File: config.mk
export PLATFORM = sky130hd
export DESIGN_NAME = uart_tx_arbiter
export DESIGN_NICKNAME = d
export VERILOG_FILES = /design/src/rtl/uart_tx_arb_pkg.sv /design/src/rtl/uart_tx_serializer.sv /design/src/rtl/uart_tx_arbiter.sv
export SDC_FILE = /design/constraint.sdc
export NUM_CORES = 1
export LEC_CHECK = 0
export BUFFER_PORTS_ARGS = -buffer_cell sky130_fd_sc_hd__buf_4
export CAP_MARGIN = 10
export CORE_MARGIN = 2
export CORE_UTILIZATION = 25
export CTS_CLUSTER_DIAMETER = 60
export DETAILED_ROUTE_END_ITERATION = 7
export GPL_TIMING_DRIVEN = 0
export PLACE_DENSITY_LB_ADDON = 0.08
export SETUP_SLACK_MARGIN = 0.5
export SYNTH_ARGS = -nofsm -noshare
export SYNTH_HDL_FRONTEND = slang
export SYNTH_SLANG_ARGS = --single-unit
File: constraint.sdc
create_clock -name clk_i -period 3.06 [get_ports clk_i]
set_input_delay 0.306 -clock clk_i [delete_from_list [all_inputs] [get_ports clk_i]]
set_output_delay 0.306 -clock clk_i [all_outputs]
set_load 0.02 [all_outputs]
File: src/rtl/uart_tx_arb_pkg.sv
// Shared types and constants for the round-robin UART transmit arbiter.
//   tx_state_t            serializer FSM state encoding
//   FRAME_BITS            bit cells per frame (10 for 8N1, 11 for 8E1)
//   DEFAULT_CLKS_PER_BIT  default baud divider
// Optional feature macro: UART_TX_ARB_PARITY_EN (adds an even-parity cell).
package uart_tx_arb_pkg;

`ifdef UART_TX_ARB_PARITY_EN
  typedef enum logic [2:0] {IDLE, START, DATA, PARITY, STOP} tx_state_t;
  localparam int unsigned FRAME_BITS = 11;
`else
  typedef enum logic [1:0] {IDLE, START, DATA, STOP} tx_state_t;
  localparam int unsigned FRAME_BITS = 10;
`endif

  localparam int unsigned DEFAULT_CLKS_PER_BIT = 8680;

endpackage

File: src/rtl/uart_tx_serializer.sv
// Byte serializer: frames a captured byte as 8N1 (8E1 with
// UART_TX_ARB_PARITY_EN defined), LSB first, CLKS_PER_BIT cycles per bit.
// Ports:
//   clk_i    system clock
//   rst_i    asynchronous active-low reset
//   start_i  capture data_i and begin a frame (honoured only in IDLE)
//   data_i   byte to send
//   busy_o   high from first START cycle through last STOP cycle
//   tx_o     registered serial line, idle high
module uart_tx_serializer
  import uart_tx_arb_pkg::*;
#(
  parameter int unsigned CLKS_PER_BIT = DEFAULT_CLKS_PER_BIT
) (
  input  logic       clk_i,
  input  logic       rst_i,
  input  logic       start_i,
  input  logic [7:0] data_i,
  output logic       busy_o,
  output logic       tx_o
);

  localparam int unsigned CNT_W = $clog2(CLKS_PER_BIT);

  tx_state_t        state;
  logic [CNT_W-1:0] baud_cnt;
  logic [2:0]       bit_cnt;
  logic [7:0]       shreg;
`ifdef UART_TX_ARB_PARITY_EN
  logic             parity;
`endif

  logic baud_end;
  assign baud_end = (baud_cnt == CNT_W'(CLKS_PER_BIT - 1));

  // tx_o is loaded with the level of the state being entered, so the line
  // changes on the same edge as the state and never glitches.
  always_ff @(posedge clk_i or negedge rst_i) begin
    if (!rst_i) begin
      state    <= IDLE;
      baud_cnt <= '0;
      bit_cnt  <= '0;
      shreg    <= '0;
      busy_o   <= 1'b0;
      tx_o     <= 1'b1;
`ifdef UART_TX_ARB_PARITY_EN
      parity   <= 1'b0;
`endif
    end else begin
      case (state)
        IDLE: begin
          baud_cnt <= '0;
          if (start_i) begin
            shreg  <= data_i;
`ifdef UART_TX_ARB_PARITY_EN
            parity <= ^data_i;
`endif
            state  <= START;
            busy_o <= 1'b1;
            tx_o   <= 1'b0;
          end
        end
        START: begin
          if (baud_end) begin
            baud_cnt <= '0;
            bit_cnt  <= '0;
            state    <= DATA;
            tx_o     <= shreg[0];
          end else begin
            baud_cnt <= baud_cnt + 1'b1;
          end
        end
        DATA: begin
          if (baud_end) begin
            baud_cnt <= '0;
            shreg    <= {1'b0, shreg[7:1]};
            bit_cnt  <= bit_cnt + 1'b1;
            if (bit_cnt == 3'd7) begin
`ifdef UART_TX_ARB_PARITY_EN
              state <= PARITY;
              tx_o  <= parity;
`else
              state <= STOP;
              tx_o  <= 1'b1;
`endif
            end else begin
              // shreg[1] becomes shreg[0] after this shift
              tx_o <= shreg[1];
            end
          end else begin
            baud_cnt <= baud_cnt + 1'b1;
          end
        end
`ifdef UART_TX_ARB_PARITY_EN
        PARITY: begin
          if (baud_end) begin
            baud_cnt <= '0;
            state    <= STOP;
            tx_o     <= 1'b1;
          end else begin
            baud_cnt <= baud_cnt + 1'b1;
          end
        end
`endif
        STOP: begin
          if (baud_end) begin
            baud_cnt <= '0;
            state    <= IDLE;
            busy_o   <= 1'b0;
            tx_o     <= 1'b1;
          end else begin
            baud_cnt <= baud_cnt + 1'b1;
          end
        end
        default: begin
          baud_cnt <= '0;
          state    <= IDLE;
          busy_o   <= 1'b0;
          tx_o     <= 1'b1;
        end
      endcase
    end
  end

endmodule

File: src/rtl/uart_tx_arbiter.sv
// Round-robin arbiter sharing one UART transmit line among N_REQ byte
// producers. Frame format 8N1, or 8E1 with UART_TX_ARB_PARITY_EN defined.
// Ports:
//   clk_i     system clock
//   rst_i     asynchronous active-low reset
//   req_i     per-requester transmit request (hold until ack)
//   data_i    per-requester byte, requester k on [8k+7:8k]
//   ack_o     one-cycle pulse: byte of requester k captured
//   tx_o      serial line, idle high
//   busy_o    frame in progress
//   gnt_id_o  index of last granted requester
module uart_tx_arbiter
  import uart_tx_arb_pkg::*;
#(
  parameter int unsigned N_REQ        = 4,
  parameter int unsigned CLKS_PER_BIT = DEFAULT_CLKS_PER_BIT
) (
  input  logic                     clk_i,
  input  logic                     rst_i,
  input  logic [N_REQ-1:0]         req_i,
  input  logic [8*N_REQ-1:0]       data_i,
  output logic [N_REQ-1:0]         ack_o,
  output logic                     tx_o,
  output logic                     busy_o,
  output logic [$clog2(N_REQ)-1:0] gnt_id_o
);

  localparam int unsigned IDX_W = $clog2(N_REQ);

  logic [IDX_W-1:0] last_gnt;
  logic [IDX_W-1:0] gnt_idx;
  logic [IDX_W-1:0] cand;
  logic             found;
  logic             start;
  logic [7:0]       req_byte [N_REQ];
  logic [7:0]       sel_byte;

  for (genvar k = 0; k < N_REQ; k++) begin : g_bytes
    assign req_byte[k] = data_i[8*k +: 8];
  end

  // Search upward from last_gnt+1, wrapping; i == N_REQ revisits last_gnt
  // itself so a lone persistent requester is served every frame.
  always_comb begin
    found   = 1'b0;
    gnt_idx = '0;
    cand    = '0;
    for (int unsigned i = 1; i <= N_REQ; i++) begin
      cand = IDX_W'((32'(last_gnt) + i) % N_REQ);
      if (!found && req_i[cand]) begin
        found   = 1'b1;
        gnt_idx = cand;
      end
    end
  end

  assign sel_byte = req_byte[gnt_idx];
  assign start    = found && !busy_o;
  assign gnt_id_o = last_gnt;

  always_ff @(posedge clk_i or negedge rst_i) begin
    if (!rst_i) begin
      last_gnt <= IDX_W'(N_REQ - 1);
      ack_o    <= '0;
    end else begin
      ack_o <= '0;
      if (start) begin
        last_gnt       <= gnt_idx;
        ack_o[gnt_idx] <= 1'b1;
      end
    end
  end

  uart_tx_serializer #(
    .CLKS_PER_BIT(CLKS_PER_BIT)
  ) u_serializer (
    .clk_i  (clk_i),
    .rst_i  (rst_i),
    .start_i(start),
    .data_i (sel_byte),
    .busy_o (busy_o),
    .tx_o   (tx_o)
  );

endmodule

==> results.json <==
{
  "finalSetupViolations": 0,
  "hold_class": "input port to flip-flop",
  "hold_viol": 0,
  "via_count": 2074,
  "dp_cells": 402,
  "syn_to_final_growth_pct": 25.1,
  "p_per_area_nw_per_um2": 518,
  "fin_crit_ps": 2320,
  "crit_arrival_ps": 2450,
  "swShare_pct": 38.1,
  "synth_nets": 292,
  "diodes": 0,
  "avgSynthCellArea_um2": 9.53,
  "synth_common_cells": "dfrtp_1 (32), a21oi_1 (25), a2111oi_0 (21)",
  "worstRegToRegCells": 6,
  "cts_setup_buffers": 0,
  "grt_antenna_before_repair": 0,
  "cp-start-kind": "flip-flop",
  "boundaryPins": 46,
  "grt_max_degree": 36,
  "drv_slew": 0,
  "fin_crit_sh_pct": 75.7,
  "cts_made_buffers": 5,
  "seq_power_share_pct": 37.5,
  "finalNonFillerCells": 411,
  "worstSetupPathType": "flip-flop to flip-flop",
  "cts_tree": "built",
  "synth_area_um2": 2340,
  "fmax_ghz": 0.432,
  "dieArea_um2": 10200,
  "ir_worst_vdd_uv": 158,
  "cts_max_path_buffers": 2,
  "power_frac_clock_pct": 23.0,
  "grt_pass1_wl_um": 10700,
  "slew_headroom_pct": 52.9,
  "drcViolationCount": 0,
  "grt-ovfl-total": 0,
  "crit_required_ps": 3190,
  "layout-drive-gt1-share_pct": 27.0,
  "fin_nets": 345,
  "cts.root.buffer_cell": "clkbuf_8",
  "ys_seq_elements": 35,
  "start_util_pct": 25.6,
  "die-width_um": 101,
  "rows": 35,
  "drt_wl_total_um": 6240,
  "r2r_slack_ps": 740,
  "worst_pin_slew_ps": 689,
  "dp_hpwl_um": 4700,
  "hold_end": "u_serializer.shreg[7]",
  "worstSkewPairLatency_ps": 290,
  "p_comb_share_pct": 39.6,
  "min_from": "data_i[31]",
  "ant_nets": 0,
  "ys_types": 51,
  "synth_area_leaders": "dfrtp_1 (34%), a2111oi_0 (7.8%), a21oi_1 (5.3%)",
  "grt_use_total_pct": 13.4,
  "r2r_start": "gnt_id_o[1]",
  "hold_path_depth": 3,
  "post_drt_wl_per_cell_um": 15.2,
  "fin_skew_ps": 8.79,
  "leakagePower_uw": 0.00131,
  "place.gp.congestion": 0.754,
  "clk_pin_slew_ps": 70,
  "critical_path.max_fanout": 10,
  "cts.sinks": 35,
  "seq_area_frac_synth_pct": 37.5,
  "die_y_um": 101,
  "netlist_instances": 246,
  "maxCapViolCount": 0,
  "tns_ps": 0,
  "synth_warnings": 0,
  "synth_edf_count": 0,
  "drtPass1Iterations": 4,
  "worstSetupEndpointType": "flip-flop",
  "synth_most_common_cell": "dfrtp_1",
  "cts_max_level": 2,
  "grt_pass1_vias": 2158,
  "internal-power_uw": 940,
  "post-synth-top-area-cell": "dfrtp_1",
  "drtIter0Drc": 67,
  "ys.flop_type": "dfrtp_1",
  "netSwitchingPower_uw": 578,
  "coreArea_um2": 9150,
  "outcome": "completed",
  "synth_top_area_share_pct": 34.2,
  "viasPerCell": 5.05,
  "rsz0062_at_grt": "false",
  "async_flop_share_pct": 100,
  "io_buffers": 45,
  "r2r_end": "u_serializer.shreg[0]"
}
## cell families (layout without fill, tap and decap cells)
logic type,Yosys count,in the layout,share of synthesized area [%]
AO/OA/AOI/OAI,88,88,28.6
XOR/XNOR,11,11,4.11
adder cells (fa/ha/maj),8,8,4.27
buffers and inverters,31,85,6.14
flip-flops,35,35,37.5
multiplexers,1,1,0.480
AND/OR/NAND/NOR,72,72,18.9
## power groups by stage
| stage | sequential (uW) | combinational, uW | clock (uW) |
|---|---|---|---|
| floorplan | 576 | 406 | 0 |
| global placement | 579 | 601 | 0 |
| detailed placement | 578 | 599 | 0 |
| CTS | 570 | 603 | 372 |
| global route | 577 | 685 | 393 |
| finish | 569 | 600 | 348 |
## routing by layer
metal | wire [um] | track usage [%] | vias to the layer above
li1 | - | - | 1034
met1 | 3010 | 18.0 | 981
met2 | 2840 | 21.4 | 52
met3 | 306 | 3.19 | 7
met4 | 88 | 3.79 | 0
met5 | 0 | 0 | -
## worst max-delay path by stage
stage	start	end	slack, ps
after CTS	gnt_id_o[1]	u_serializer.shreg[0]	640
after detailed placement	req_i[1]	u_serializer.shreg[0]	650
after floorplan	u_serializer.state[0]	u_serializer.shreg[4]	1080
after global placement	u_serializer.state[0]	u_serializer.shreg[5]	680
final	gnt_id_o[1]	u_serializer.shreg[0]	740
after global routing	gnt_id_o[1]	u_serializer.shreg[3]	580
## through the flow
stage / util (%) / hold slack (ps) / setup WS, ps / total power (uW) / instance area, um2
2_1_floorplan: - / 10.4 / 1080 / 981 / 2340
3_3_place_gp: 30.8 / 305 / 678 / 1180 / 2820
3_5_place_dp: 30.8 / 299 / 654 / 1180 / 2820
4_1_cts: 31.9 / 369 / 636 / 1540 / 2920
5_1_grt: 32.0 / 434 / 583 / 1660 / 2930
6_report: 32.0 / 371 / 744 / 1520 / 2930
## final cells by class
type / instances / area (um2)
Fill cell: 992 / 6220
Multi-Input combinational cell: 180 / 1330
Sequential cell: 35 / 880
Timing Repair Buffer: 46 / 348
Tap cell: 111 / 139
Clock buffer: 7 / 86.3
Buffer: 12 / 72.6
Inverter: 19 / 71.3
Clock inverter: 1 / 5.00
## worst max-delay path: stages (launching register included)
cell and delay [ps]:
dfstp_2 630, or3b_1 170, o211ai_2 170, buf_2 250
and2_1 180, a2111oi_1 640, a21oi_1 130
## registers in the layout, indices dropped and copies added, names as in the netlist
signal,count
ack_o,4
gnt_id_o,2
u_serializer.baud_cnt,14
u_serializer.bit_cnt,3
u_serializer.busy_o,1
u_serializer.shreg,8
u_serializer.state,2
u_serializer.tx_o,1
## timing repair
| action | 4_1_cts | 5_1_grt |
|---|---|---|
| hold buffers | 1 | 0 |
| endpoints found under the setup margin | 0 | 5 |
| endpoints found under the hold margin | 32 | 0 |
| resized for setup | 0 | 2 |
## placed cells by master (no fill, tap or decap), types with 4 or more instances in the layout
master	instances
clkbuf_8	6
xor2_1	7
o311a_1	7
nand3_1	7
dfrtp_1	32
o21ai_0	5
and3_1	4
buf_4	45
inv_1	19
a31o_1	4
and4_1	4
nand2b_1	4
nand2_1	10
clkbuf_1	6
xnor2_1	4
buf_2	4
a21oi_1	25
a211oi_1	4
and2_1	7
ha_1	8
a2111oi_0	20
nor2_1	19
Power figures use the tool's default switching activity.
